**src/rtl/crc_stream_pkg.sv**
```systemverilog
// crc_stream_pkg: shared types, width limits and helpers for the crc_stream
// CRC engine and its per-byte step.
//   state_t        frame FSM state (ACC accumulating/idle, HOLD result presented)
//   bit_reverse    reverses the low w bits of a value (upper bits return 0)
//   keep_legal     checks a beat's keep mask: full on non-last beats,
//                  LSB-contiguous (including all-zero) on the last beat
package crc_stream_pkg;

  typedef enum logic {
    ACC  = 1'b0,
    HOLD = 1'b1
  } state_t;

  localparam int unsigned MIN_DATA_W = 8;
  localparam int unsigned MAX_DATA_W = 128;
  localparam int unsigned MIN_POLY_W = 8;
  localparam int unsigned MAX_POLY_W = 64;
  localparam int unsigned MAX_BYTES  = MAX_DATA_W / 8;

  function automatic logic [MAX_POLY_W-1:0] bit_reverse(
    input logic [MAX_POLY_W-1:0] v,
    input int unsigned           w
  );
    logic [MAX_POLY_W-1:0] r;
    r = '0;
    for (int unsigned i = 0; i < MAX_POLY_W; i++) begin
      if (i < w) r[i] = v[6'(w - 1 - i)];
    end
    return r;
  endfunction

  function automatic logic keep_legal(
    input logic [MAX_BYTES-1:0] keep,
    input int unsigned          nb,
    input logic                 last
  );
    logic [MAX_BYTES:0] full;
    logic [MAX_BYTES:0] k;
    full = '0;
    for (int unsigned i = 0; i < MAX_BYTES; i++) begin
      full[i] = (i < nb);
    end
    k = {1'b0, keep} & full;
    if (!last) return (k == full);
    // A mask of the form 0..011..1 has no set bit above its lowest clear bit,
    // so adding one carries out of every set bit.
    return ((k & (k + 1'b1)) == '0);
  endfunction

endpackage

```
**src/rtl/crc_stream_byte_step.sv**
```systemverilog
// crc_byte_step: combinational single-byte CRC update in normal (MSB-first)
// register form. With REFLECT set the input byte is bit-reversed first, which
// gives LSB-first processing while the register itself stays non-reflected.
//   crc_i   current CRC register (POLY_WIDTH bits)
//   data_i  byte to fold in
//   crc_o   CRC register after the byte
module crc_byte_step
  import crc_stream_pkg::*;
#(
  parameter int unsigned           POLY_WIDTH = 32,
  parameter logic [MAX_POLY_W-1:0] POLY       = 64'h0000_0000_04C1_1DB7,
  parameter logic                  REFLECT    = 1'b1
) (
  input  logic [POLY_WIDTH-1:0] crc_i,
  input  logic [7:0]            data_i,
  output logic [POLY_WIDTH-1:0] crc_o
);

  localparam logic [POLY_WIDTH-1:0] P = POLY[POLY_WIDTH-1:0];

  logic [7:0]            byte_rev;
  logic [7:0]            byte_in;
  logic [POLY_WIDTH-1:0] c;

  always_comb begin
    byte_rev = {<<{data_i}};
    byte_in  = REFLECT ? byte_rev : data_i;
    c        = crc_i ^ (POLY_WIDTH'(byte_in) << (POLY_WIDTH - 8));
    for (int unsigned i = 0; i < 8; i++) begin
      c = c[POLY_WIDTH-1] ? ((c << 1) ^ P) : (c << 1);
    end
    crc_o = c;
  end

endmodule

```
**src/rtl/crc_stream.sv**
```systemverilog
// crc_stream: frame-based streaming CRC engine. Folds up to DATA_WIDTH/8 kept
// bytes per accepted beat into the CRC register and presents the finalised
// checksum on a held valid/ready output.
//   clk, rst            clock, synchronous active-high reset
//   s_data_i/s_keep_i   input beat (byte 0 first) and byte-valid mask
//   s_last_i/s_valid_i  end-of-frame marker and beat valid
//   s_ready_o           beat accepted when s_valid_i && s_ready_o
//   m_crc_o             final CRC (optionally reflected, XOR_OUT applied)
//   m_err_o             illegal keep pattern seen in the frame
//   m_valid_o/m_ready_i result handshake; outputs held until consumed
//   m_match_o           only with `define CRC_CHECK_EN: m_crc_o == RESIDUE
module crc_stream
  import crc_stream_pkg::*;
#(
  parameter int unsigned           DATA_WIDTH = 32,
  parameter int unsigned           POLY_WIDTH = 32,
  parameter logic [MAX_POLY_W-1:0] POLY       = 64'h0000_0000_04C1_1DB7,
  parameter logic [MAX_POLY_W-1:0] INIT       = 64'h0000_0000_FFFF_FFFF,
  parameter logic                  REFLECT    = 1'b1,
  parameter logic [MAX_POLY_W-1:0] XOR_OUT    = 64'h0000_0000_FFFF_FFFF,
  parameter logic [MAX_POLY_W-1:0] RESIDUE    = 64'h0000_0000_2144_DF1C
) (
  input  logic                    clk,
  input  logic                    rst,
  input  logic [DATA_WIDTH-1:0]   s_data_i,
  input  logic [DATA_WIDTH/8-1:0] s_keep_i,
  input  logic                    s_last_i,
  input  logic                    s_valid_i,
  output logic                    s_ready_o,
  output logic [POLY_WIDTH-1:0]   m_crc_o,
  output logic                    m_err_o,
  output logic                    m_valid_o,
  input  logic                    m_ready_i
`ifdef CRC_CHECK_EN
  ,
  output logic                    m_match_o
`endif
);

  localparam int unsigned           NB     = DATA_WIDTH / 8;
  localparam logic [POLY_WIDTH-1:0] INIT_W = INIT[POLY_WIDTH-1:0];
  localparam logic [POLY_WIDTH-1:0] XOR_W  = XOR_OUT[POLY_WIDTH-1:0];

  state_t                state_q;
  logic [POLY_WIDTH-1:0] crc_q;
  logic                  err_q;
  logic [POLY_WIDTH-1:0] crc_next;
  logic                  err_next;
  logic [MAX_POLY_W-1:0] rev_full;
  logic [POLY_WIDTH-1:0] crc_final;

  // Unrolled byte chain: each stage either applies its byte or passes the
  // running CRC through unchanged when that byte's keep bit is clear.
  for (genvar k = 0; k < NB; k++) begin : g_byte
    logic [POLY_WIDTH-1:0] c_in;
    logic [POLY_WIDTH-1:0] stepped;
    logic [POLY_WIDTH-1:0] c_out;

    if (k == 0) begin : g_first
      assign c_in = crc_q;
    end else begin : g_next
      assign c_in = g_byte[k-1].c_out;
    end

    crc_byte_step #(
      .POLY_WIDTH(POLY_WIDTH),
      .POLY      (POLY),
      .REFLECT   (REFLECT)
    ) u_step (
      .crc_i (c_in),
      .data_i(s_data_i[8*k +: 8]),
      .crc_o (stepped)
    );

    assign c_out = s_keep_i[k] ? stepped : c_in;
  end

  assign crc_next  = g_byte[NB-1].c_out;
  assign err_next  = err_q | ~keep_legal(MAX_BYTES'(s_keep_i), NB, s_last_i);
  assign rev_full  = bit_reverse(MAX_POLY_W'(crc_next), POLY_WIDTH);
  assign crc_final = (REFLECT ? rev_full[POLY_WIDTH-1:0] : crc_next) ^ XOR_W;

  if (POLY_WIDTH < MAX_POLY_W) begin : g_rev_sink
    logic unused_rev_hi;
    assign unused_rev_hi = ^rev_full[MAX_POLY_W-1:POLY_WIDTH];
  end

  assign s_ready_o = (state_q == ACC) && !rst;
  assign m_valid_o = (state_q == HOLD);

  always_ff @(posedge clk) begin
    if (rst) begin
      state_q   <= ACC;
      crc_q     <= INIT_W;
      err_q     <= 1'b0;
      m_crc_o   <= '0;
      m_err_o   <= 1'b0;
`ifdef CRC_CHECK_EN
      m_match_o <= 1'b0;
`endif
    end else begin
      unique case (state_q)
        ACC: begin
          if (s_valid_i) begin
            crc_q <= crc_next;
            err_q <= err_next;
            if (s_last_i) begin
              state_q   <= HOLD;
              m_crc_o   <= crc_final;
              m_err_o   <= err_next;
`ifdef CRC_CHECK_EN
              m_match_o <= (crc_final == RESIDUE[POLY_WIDTH-1:0]);
`endif
            end
          end
        end
        HOLD: begin
          if (m_ready_i) begin
            state_q <= ACC;
            crc_q   <= INIT_W;
            err_q   <= 1'b0;
          end
        end
      endcase
    end
  end

`ifndef CRC_CHECK_EN
  logic unused_residue;
  assign unused_residue = ^RESIDUE;
`endif

endmodule

```
**config.mk**
```make
export PLATFORM = sky130hd
export DESIGN_NAME = crc_stream
export DESIGN_NICKNAME = d
export VERILOG_FILES = /design/src/rtl/crc_stream_pkg.sv /design/src/rtl/crc_stream_byte_step.sv /design/src/rtl/crc_stream.sv
export SDC_FILE = /design/constraint.sdc
export NUM_CORES = 1
export LEC_CHECK = 0
export CELL_PAD_IN_SITES_DETAIL_PLACEMENT = 0
export CELL_PAD_IN_SITES_GLOBAL_PLACEMENT = 2
export CORE_UTILIZATION = 38
export CTS_CLUSTER_SIZE = 14
export DETAILED_ROUTE_END_ITERATION = 8
export PLACE_DENSITY = 0.8
export SYNTH_ARGS = -nofsm -noshare
export SYNTH_HDL_FRONTEND = slang
export SYNTH_SLANG_ARGS = --single-unit
```
**constraint.sdc**
```tcl
create_clock -name clk -period 6.8 [get_ports clk]
set_input_delay 0.68 -clock clk [delete_from_list [all_inputs] [get_ports clk]]
set_output_delay 0.68 -clock clk [all_outputs]
set_load 0.02 [all_outputs]
```
Yosys cells after proc, flatten, opt, wreduce, memory -nomap -nowiden
Index checks and enable logic that the tools add are counted.
{"block": "totals", "register_bits": 67, "inputBits": 41, "elab_cells": 102}
{"block": "classes", "addsub": 1, "eq_ne": 3, "n_mux": 47, "bitwise": 41, "reduce_logical": 5}
{"operator": "$mux 27", "count": 32}
{"operator": "$not 14->14", "count": 32}
{"operator": "$mux 32", "count": 6}
{"operator": "$xor 32x32->32", "count": 4}
{"operator": "$pmux 32 s2", "count": 1}
{"operator": "$not 32->32", "count": 1}
{"operator": "$logic_not 17->1", "count": 1}
{"operator": "$mux 1", "count": 6}
{"operator": "$add 4x1->5 const B", "count": 1}
{"operator": "$and 4x5->5", "count": 1}
{"operator": "$eq 4x4->1 const B", "count": 1}
{"operator": "$ne 2x2->1 const B", "count": 2}
{"operator": "$pmux 1 s2", "count": 2}
{"operator": "$reduce_and 3->1", "count": 1}
{"operator": "$not 1->1", "count": 2}
{"operator": "$reduce_and 2->1", "count": 1}
{"operator": "$logic_and 1x1->1", "count": 1}
{"operator": "$logic_not 1->1", "count": 1}
{"operator": "$or 1x1->1", "count": 1}

Depth between registers and ports, before layout
Gate-level depths: netlist of the first run.
{"block": "depth", "ltp_word": 74, "mapped_depth": 18}

Cells and area by module
Synthesis of the first run repeated with hierarchy kept, for this count alone.
{"block": "unflattened", "hier_cells": 810, "hier_area_um2": 8958.6}
{"mod": "crc_stream", "n_inst": 1, "cells_per_inst": 550, "area_each_um2": 5029.8, "seq_area_each_um2": 1341.3}
{"mod": "crc_byte_step", "n_inst": 4, "cells_per_inst": 65, "area_each_um2": 982.2, "seq_area_each_um2": 0.0}

Worst setup path before layout of the first run
OpenSTA, ideal clock, no wires.
{"block": "synth_timing", "kind": "input -> register", "from": "input s_data_i[4]", "to": "register m_crc_o[20]", "arrival_ns": 5.231, "slack_ns": 1.442, "stages": 16, "path_buffers": 1, "path_cell_list": "xnor2_1 xor2_2 xor3_1 mux2i_2 xnor3_1 xnor2_1 a211o_1 and2_1 buf_2 xnor3_1 mux2i_4 xor2_4 xnor2_2 xnor3_1 a222oi_1 nor2_1"}
{"block": "synth_via", "elab_chain_len": 43, "word_cells_on_any_way": 62}
{"item": "from (decl)", "line_no": "crc_stream.sv:25", "rtl": "input logic [DATA_WIDTH-1:0] s_data_i,"}
{"item": "$xor 32x32->32 *", "line_no": "crc_stream_byte_step.sv:28", "rtl": "c = crc_i ^ (POLY_WIDTH'(byte_in) << (POLY_WIDTH - 8));"}
{"item": "$mux 27 *", "line_no": "crc_stream_byte_step.sv:30", "rtl": "c = c[POLY_WIDTH-1] ? ((c << 1) ^ P) : (c << 1);"}
{"item": "$mux 27 (3 in series)", "line_no": "crc_stream_byte_step.sv:30"}
{"item": "$mux 32 *", "line_no": "crc_stream.sv:75", "rtl": "assign c_out = s_keep_i[k] ? stepped : c_in;"}
{"item": "$xor 32x32->32", "line_no": "crc_stream_byte_step.sv:28"}
{"item": "$mux 27 (2 in series)", "line_no": "crc_stream_byte_step.sv:30"}
{"item": "$not 14->14 (no source line)"}
{"item": "$mux 27", "line_no": "crc_stream_byte_step.sv:30"}
{"item": "[... 23 more ...]"}
{"item": "$not 14->14 (no source line)"}
{"item": "$mux 27 (2 in series)", "line_no": "crc_stream_byte_step.sv:30"}
{"item": "$not 14->14 (no source line)"}
{"item": "$mux 27", "line_no": "crc_stream_byte_step.sv:30"}
{"item": "$not 14->14 (no source line)"}
{"item": "$mux 27", "line_no": "crc_stream_byte_step.sv:30"}
{"item": "$mux 32 *", "line_no": "crc_stream.sv:75"}
{"item": "$not 32->32 (no source line) *"}
{"item": "to (signal assigned)", "line_no": "crc_stream.sv:109", "rtl": "m_crc_o <= crc_final;"}
{"item": "to (decl)", "line_no": "crc_stream.sv:30", "rtl": "output logic [POLY_WIDTH-1:0] m_crc_o,"}
Mark *: on every way between the ends. The rest lies on a longest branch, timed or not.
A chain may end at the register's enable or synchronous reset.

Final worst setup path of the first run
{"block": "layout_timing", "from": "input s_data_i[0]", "to": "register m_crc_o[14]"}
{"block": "layout_via", "elab_chain_len": 47, "word_cells_on_any_way": 67}
{"item": "$xor 32x32->32 *", "line_no": "crc_stream_byte_step.sv:28"}
{"item": "$mux 27 *", "line_no": "crc_stream_byte_step.sv:30"}
{"item": "$mux 27", "line_no": "crc_stream_byte_step.sv:30"}
{"item": "$mux 27 / $not 14->14 (equally long branches)"}
{"item": "$mux 27", "line_no": "crc_stream_byte_step.sv:30"}
{"item": "$mux 27 / $not 14->14 (equally long branches)"}
{"item": "$mux 27", "line_no": "crc_stream_byte_step.sv:30"}
{"item": "$not 14->14 (no source line) / $mux 27 (equally long branches)"}
{"item": "[... 30 more ...]"}
{"item": "$mux 27", "line_no": "crc_stream_byte_step.sv:30"}
{"item": "$mux 27 / $mux 32 (equally long branches)", "line_no": "crc_stream_byte_step.sv:30, crc_stream.sv:75"}
{"item": "$mux 27 / $xor 32x32->32 (equally long branches)", "line_no": "crc_stream_byte_step.sv:30, crc_stream_byte_step.sv:28"}
{"item": "$mux 27 / $not 14->14 (equally long branches)"}
{"item": "$not 14->14 (no source line) / $mux 27 (equally long branches)"}
{"item": "$mux 27 (2 in series)", "line_no": "crc_stream_byte_step.sv:30"}
{"item": "$mux 32 *", "line_no": "crc_stream.sv:75"}
{"item": "$not 32->32 (no source line) *"}
Marks and branches as above.

==> impl_metrics.env, run 1 <==
export IMPL_status="completed"
export IMPL_layout_drive_gt1_share_pct=11.6
export IMPL_cts_root_buf="clkbuf_16"
export IMPL_synth_distinct_cells=66
export IMPL_finalMaxSlewViolations=0
export IMPL_die_w_um=144
export IMPL_dp_hpwl_um=21100
export IMPL_async_flop_share_pct=0
export IMPL_htreeDepth=3
export IMPL_grt_max_degree=52
export IMPL_area_growth_pct=18.1
export IMPL_via_per_inst=5.39
export IMPL_coreArea_um2=19600
export IMPL_rows=51
export IMPL_syn_cell_area_um2=7630
export IMPL_required_ns=7.05
export IMPL_rsz0062_at_grt="false"
export IMPL_finClkSkew_ns=0.0104
export IMPL_yosysWarningCount=0
export IMPL_grt_pass1_vias=5709
export IMPL_worst_skew_pair_late_latency_ns=0.34
export IMPL_pin_count=76
export IMPL_final_cell_mix="xnor2_1, nor2_1, clkdlybuf4s50_1"
export IMPL_fmax_mhz=157
export IMPL_drc=0
export IMPL_cts_path_max_buffers=2
export IMPL_synth_nets=816
export IMPL_place_ws_ns=0.101
export IMPL_port_buffers=75
export IMPL_antenna_found_initial=0
export IMPL_criticalPathCategory="input port to flop"
export IMPL_synth_top_cell_area_share_pct=17.6
export IMPL_wirelength_um=26000
export IMPL_crit_fanout=9
export IMPL_layout_nets=888
export IMPL_cap_violations=0
export IMPL_period_share_pct=93.4
export IMPL_grt_usage_pct=26.0
export IMPL_cts_made_buffers=9
export IMPL_maxSlewHeadroom_pct=34.7
export IMPL_final_util_pct=46.0
export IMPL_synth_seq_cells=67
export IMPL_cts_hold_buf=0
export IMPL_fin_crit_ns=6.35
export IMPL_clock_sinks=67
export IMPL_synth_main_ff_cell="dfxtp_1"
export IMPL_grt_pass1_wl_um=38200
export IMPL_wl_per_cell_um=23.3
export IMPL_gp_congestion=0.856
export IMPL_vias=6019
export IMPL_die_h_um=144
export IMPL_start_util_pct=38.9
export IMPL_overflow=0
export IMPL_synth_edf_count=0
export IMPL_drt_first_iter_violations=732
export IMPL_layout_commonest_cell="xnor2_1"
export IMPL_cts_tree="done"
export IMPL_setup_tns_ns=0
export IMPL_arrival_ns=6.61
export IMPL_post_cts_buffers=0
export IMPL_setup_violations=0
export IMPL_finalHoldViolations=0
export IMPL_worst_pin_slew_ns=0.978
export IMPL_synthTopCellsByArea="dfxtp_1, xnor2_1, xnor3_1"
export IMPL_clk_pin_slew_worst_paths_ns=0.06
export IMPL_yosys_area_top_type="dfxtp_1"
export IMPL_insertedDiodeCount=0
export IMPL_antenna_left=0
export IMPL_worst_setup_path_start_kind="input port"
export IMPL_postSynthAreaPerCell_um2=9.84
export IMPL_die_area_um2=20600
export IMPL_end_kind="flop"
export IMPL_yosysSeqAreaShare_pct=17.6
export IMPL_syn_inst=775
export IMPL_hold_class="flop to flop"
export IMPL_setup_ws_ns=0.447
export IMPL_ctsResizeCount=0
export IMPL_drt_pass1_iterations=5
cell families (layout without fill, tap and decap cells):
group | after synthesis | after routing | synth area share (%)
AO/OA/AOI/OAI | 148 | 148 | 13.1
XOR/XNOR | 264 | 264 | 45.8
buffers and inverters | 48 | 125 | 2.58
flip-flops | 67 | 67 | 17.6
multiplexers | 72 | 72 | 10.8
AND/OR/NAND/NOR | 176 | 176 | 10.2
synthesized netlist by cell type, drive strengths merged (3+ instances only):
master / count
xnor3: 38
nor2: 74
o21ai: 27
a21o: 4
or2: 3
xnor2: 143
xor3: 23
clkbuf: 32
a221oi: 4
o32ai: 4
o22a: 5
and2: 12
o31ai: 6
inv: 4
a21oi: 49
mux2: 4
buf: 11
nand3: 9
a211oi: 10
o22ai: 8
o21a: 5
nor2b: 3
nand2b: 6
mux2i: 68
a31oi: 4
nor3: 5
nand2: 55
o32a: 7
xor2: 60
dfxtp: 67
worst max-delay path: stages:
cell and delay [ns]:
clkdlybuf4s50_1 0.54, xnor2_4 0.39, xnor3_1 0.47, mux2_2 0.37, xnor2_2 0.24, xnor2_2 0.50
xor3_1 0.36, mux2i_4 0.36, xnor3_1 0.55, xnor2_1 0.16, mux2i_1 0.52, xnor3_1 0.46
xnor3_1 0.49, mux2_2 0.30, a211oi_1 0.21
final cells by class:
type,instances,area [um^2]
Multi-Input combinational cell,660,6090
Clock buffer,10,229
Timing Repair Buffer,104,948
Clock inverter,6,48.8
Fill cell,1921,10600
Sequential cell,67,1340
Tap cell,265,332
Inverter,5,18.8
path summary, 6_finish.rpt:
path / start / to / slack, ns / depth (start not counted)
min: m_crc_o[9]$_SDFFE_PP0P_ / m_crc_o[9]$_SDFFE_PP0P_ / 0.46 / 2
min reg2reg: m_crc_o[9]$_SDFFE_PP0P_ / m_crc_o[9]$_SDFFE_PP0P_ / 0.46 / 2
max reg2reg: crc_q[31]$_SDFFE_PP1P_ / m_crc_o[14]$_SDFFE_PP0P_ / 0.89 / 14
max: s_data_i[0] / m_crc_o[14]$_SDFFE_PP0P_ / 0.45 / 15
per-stage QoR:
stage	hold slack [ns]	area (um^2)	instances
2_1_floorplan	0.457	7630	775
3_3_place_gp	0.447	8730	1101
3_5_place_dp	0.448	8730	1101
4_1_cts	0.456	9010	1117
5_1_grt	0.478	9010	1117
6_report	0.456	9010	1117
layer usage:
metal	wire length [um]	up-vias	track usage (%)	share of wire (%)
li1	-	2845	-	-
met3	1560	19	3.60	6.0
met2	11600	212	40.0	45
met5	0	-	0	0
met4	362	0	4.54	1.4
met1	12400	2943	38.8	48
registers in the layout, summed over array words and instances (netlist names):
signal / count
err_q: 1
m_valid_o: 1
crc_q: 32
m_err_o: 1
m_crc_o: 32
Power of run 1 is left out: the tool's default activity adds up to more than one toggle a clock period on the data nets, which glitch-free logic cannot reach.
==> run 2, diff against run 1 <==
--- a/config.mk
+++ b/config.mk
@@ -10,7 +10,7 @@
 export CORE_UTILIZATION = 38
 export CTS_CLUSTER_SIZE = 14
 export DETAILED_ROUTE_END_ITERATION = 8
-export PLACE_DENSITY = 0.8
+export PLACE_DENSITY_LB_ADDON = 0.1
 export SYNTH_ARGS = -nofsm -noshare
 export SYNTH_HDL_FRONTEND = slang
 export SYNTH_SLANG_ARGS = --single-unit
==> run 2 against run 1 <==
Against the previous run:
- sequential share of layout area is 0.19 points lower
- highest routed layer unchanged
- core utilization increased by 0.58 points
- first-iteration DRC count shrank 42%
- critical endpoint is now m_crc_o[17]$_SDFFE_PP0P_
- fmax up 3.8%
- setup slack better by 0.23 ns
- register-to-register slack better by 0.05 ns
- via count is 1.2% lower
==> impl_metrics.env, run 2 (synthesis gave the netlist of run 1 again) <==
export IMPL_dp_hpwl_um=21600
export IMPL_clk_pin_slew_worst_paths_ns=0.06
export IMPL_vias=5944
export IMPL_fmax_mhz=163
export IMPL_highest_signal_layer="met4"
export IMPL_ff2ff_setup_slack_ns=0.94
export IMPL_hold_class="flop to flop"
export IMPL_layout_commonest_cell="xnor2_1"
export IMPL_setup_violations=0
export IMPL_crit_fanout=7
export IMPL_maxSlewHeadroom_pct=31.3
export IMPL_status="completed"
export IMPL_wl_per_cell_um=23.3
export IMPL_r2r_start="crc_q[29]$_SDFFE_PP1P_"
export IMPL_die_w_um=144
export IMPL_fillerInstances=1916
export IMPL_ctsResizeCount=0
export IMPL_rsz0062_at_grt="false"
export IMPL_startpoint="s_data_i[1]"
export IMPL_cts_root_buf="clkbuf_16"
export IMPL_seqCellArea_um2=1340
export IMPL_htreeDepth=3
export IMPL_multi_input_area_um2=6090
export IMPL_grt_pass1_wl_um=38800
export IMPL_antenna_left=0
export IMPL_cts_made_buffers=9
export IMPL_antenna_found_initial=0
export IMPL_drt_first_iter_violations=426
export IMPL_grt_pass1_vias=5860
export IMPL_grt_usage_pct=26.5
export IMPL_arrival_ns=6.32
export IMPL_criticalPathCategory="input port to flop"
export IMPL_setup_tns_ns=0
export IMPL_die_h_um=144
export IMPL_worst_setup_path_start_kind="input port"
export IMPL_finalMaxSlewViolations=0
export IMPL_finClkSkew_ns=0.00724
export IMPL_final_util_pct=46.6
export IMPL_cts_hold_buf=0
export IMPL_grt_max_degree=52
export IMPL_reg_top3="crc_q: 32 flops, m_crc_o: 32 flops"
export IMPL_layout_nets=898
export IMPL_cap_violations=0
export IMPL_die_area_um2=20600
export IMPL_final_cell_mix="xnor2_1, nor2_1, clkdlybuf4s50_1"
export IMPL_worst_skew_pair_late_latency_ns=0.33
export IMPL_clock_sinks=67
export IMPL_design_area_um2=9120
export IMPL_end_kind="flop"
export IMPL_layout_drive_gt1_share_pct=12.8
export IMPL_drc=0
export IMPL_wl_met3_um=1820
export IMPL_cts_path_max_buffers=2
export IMPL_rows=51
export IMPL_dpl_cell_area_um2=8810
export IMPL_worst_pin_slew_ns=1.02
export IMPL_pin_count=76
export IMPL_coreArea_um2=19600
export IMPL_overflow=0
export IMPL_insertedDiodeCount=0
export IMPL_via_per_inst=5.27
export IMPL_start_util_pct=38.9
export IMPL_required_ns=7.00
export IMPL_wl_met1_um=12200
export IMPL_min_from="m_crc_o[11]$_SDFFE_PP0P_"
export IMPL_finalHoldViolations=0
export IMPL_post_cts_buffers=0
export IMPL_wl_met2_um=11500
export IMPL_port_buffers=75
export IMPL_fin_crit_ns=6.12
export IMPL_period_share_pct=90.0
export IMPL_cts_tree="done"
export IMPL_wirelength_um=26200
export IMPL_drt_pass1_iterations=5
export IMPL_gp_congestion=0.923
export IMPL_area_growth_pct=19.6
[run 2: cell count changes in the layout (fill, tap and decap cells not counted), moves of 2 or more]
cell,delta
clkinvlp_4,-2
clkinv_2,+3
bufinv_16,+2
buf_4,+10
[run 2: cell type report]
class | count | share of cell area (%)
Inverter | 5 | 0.206
Clock buffer | 9 | 2.47
Tap cell | 265 | 3.63
Clock inverter | 7 | 1.00
Multi-Input combinational cell | 660 | 66.8
Timing Repair Buffer | 114 | 11.2
Sequential cell | 67 | 14.7
[run 2: layer usage]
layer	up-vias	GRT usage, %
li1	2860	-
met5	-	0
met3	29	5.93
met1	2871	37.3
met2	184	40.5
met4	0	7.11
[run 2: worst paths after layout]
check | end | cells past startpoint
hold / removal | m_crc_o[11]$_SDFFE_PP0P_ | 2
setup / recovery | m_crc_o[17]$_SDFFE_PP0P_ | 16
setup reg to reg | crc_q[24]$_SDFFE_PP1P_ | 15
hold reg to reg | m_crc_o[11]$_SDFFE_PP0P_ | 2
[run 2: critical path, stage by stage]
cell	delay, ns
clkdlybuf4s50_1	0.55
xor2_4	0.30
xor2_2	0.23
xor3_1	0.36
mux2i_2	0.40
xnor3_1	0.48
xnor2_1	0.29
a211o_1	0.20
and2_1	0.46
xnor3_1	0.46
mux2i_4	0.26
xor2_4	0.35
xnor2_2	0.25
xnor3_1	0.39
mux2i_1	0.48
a211oi_1	0.15
[run 2: per-stage QoR]
step                instances  worst slack (ns)  hold slack (ns)
finish                   1127             0.678            0.460
global route             1127             0.392            0.478
CTS                      1127             0.688            0.460
detailed placement       1111             0.388            0.451
global placement         1111             0.450            0.446
floorplan                 775              1.44            0.457
Power of run 2 is left out for the same reason.
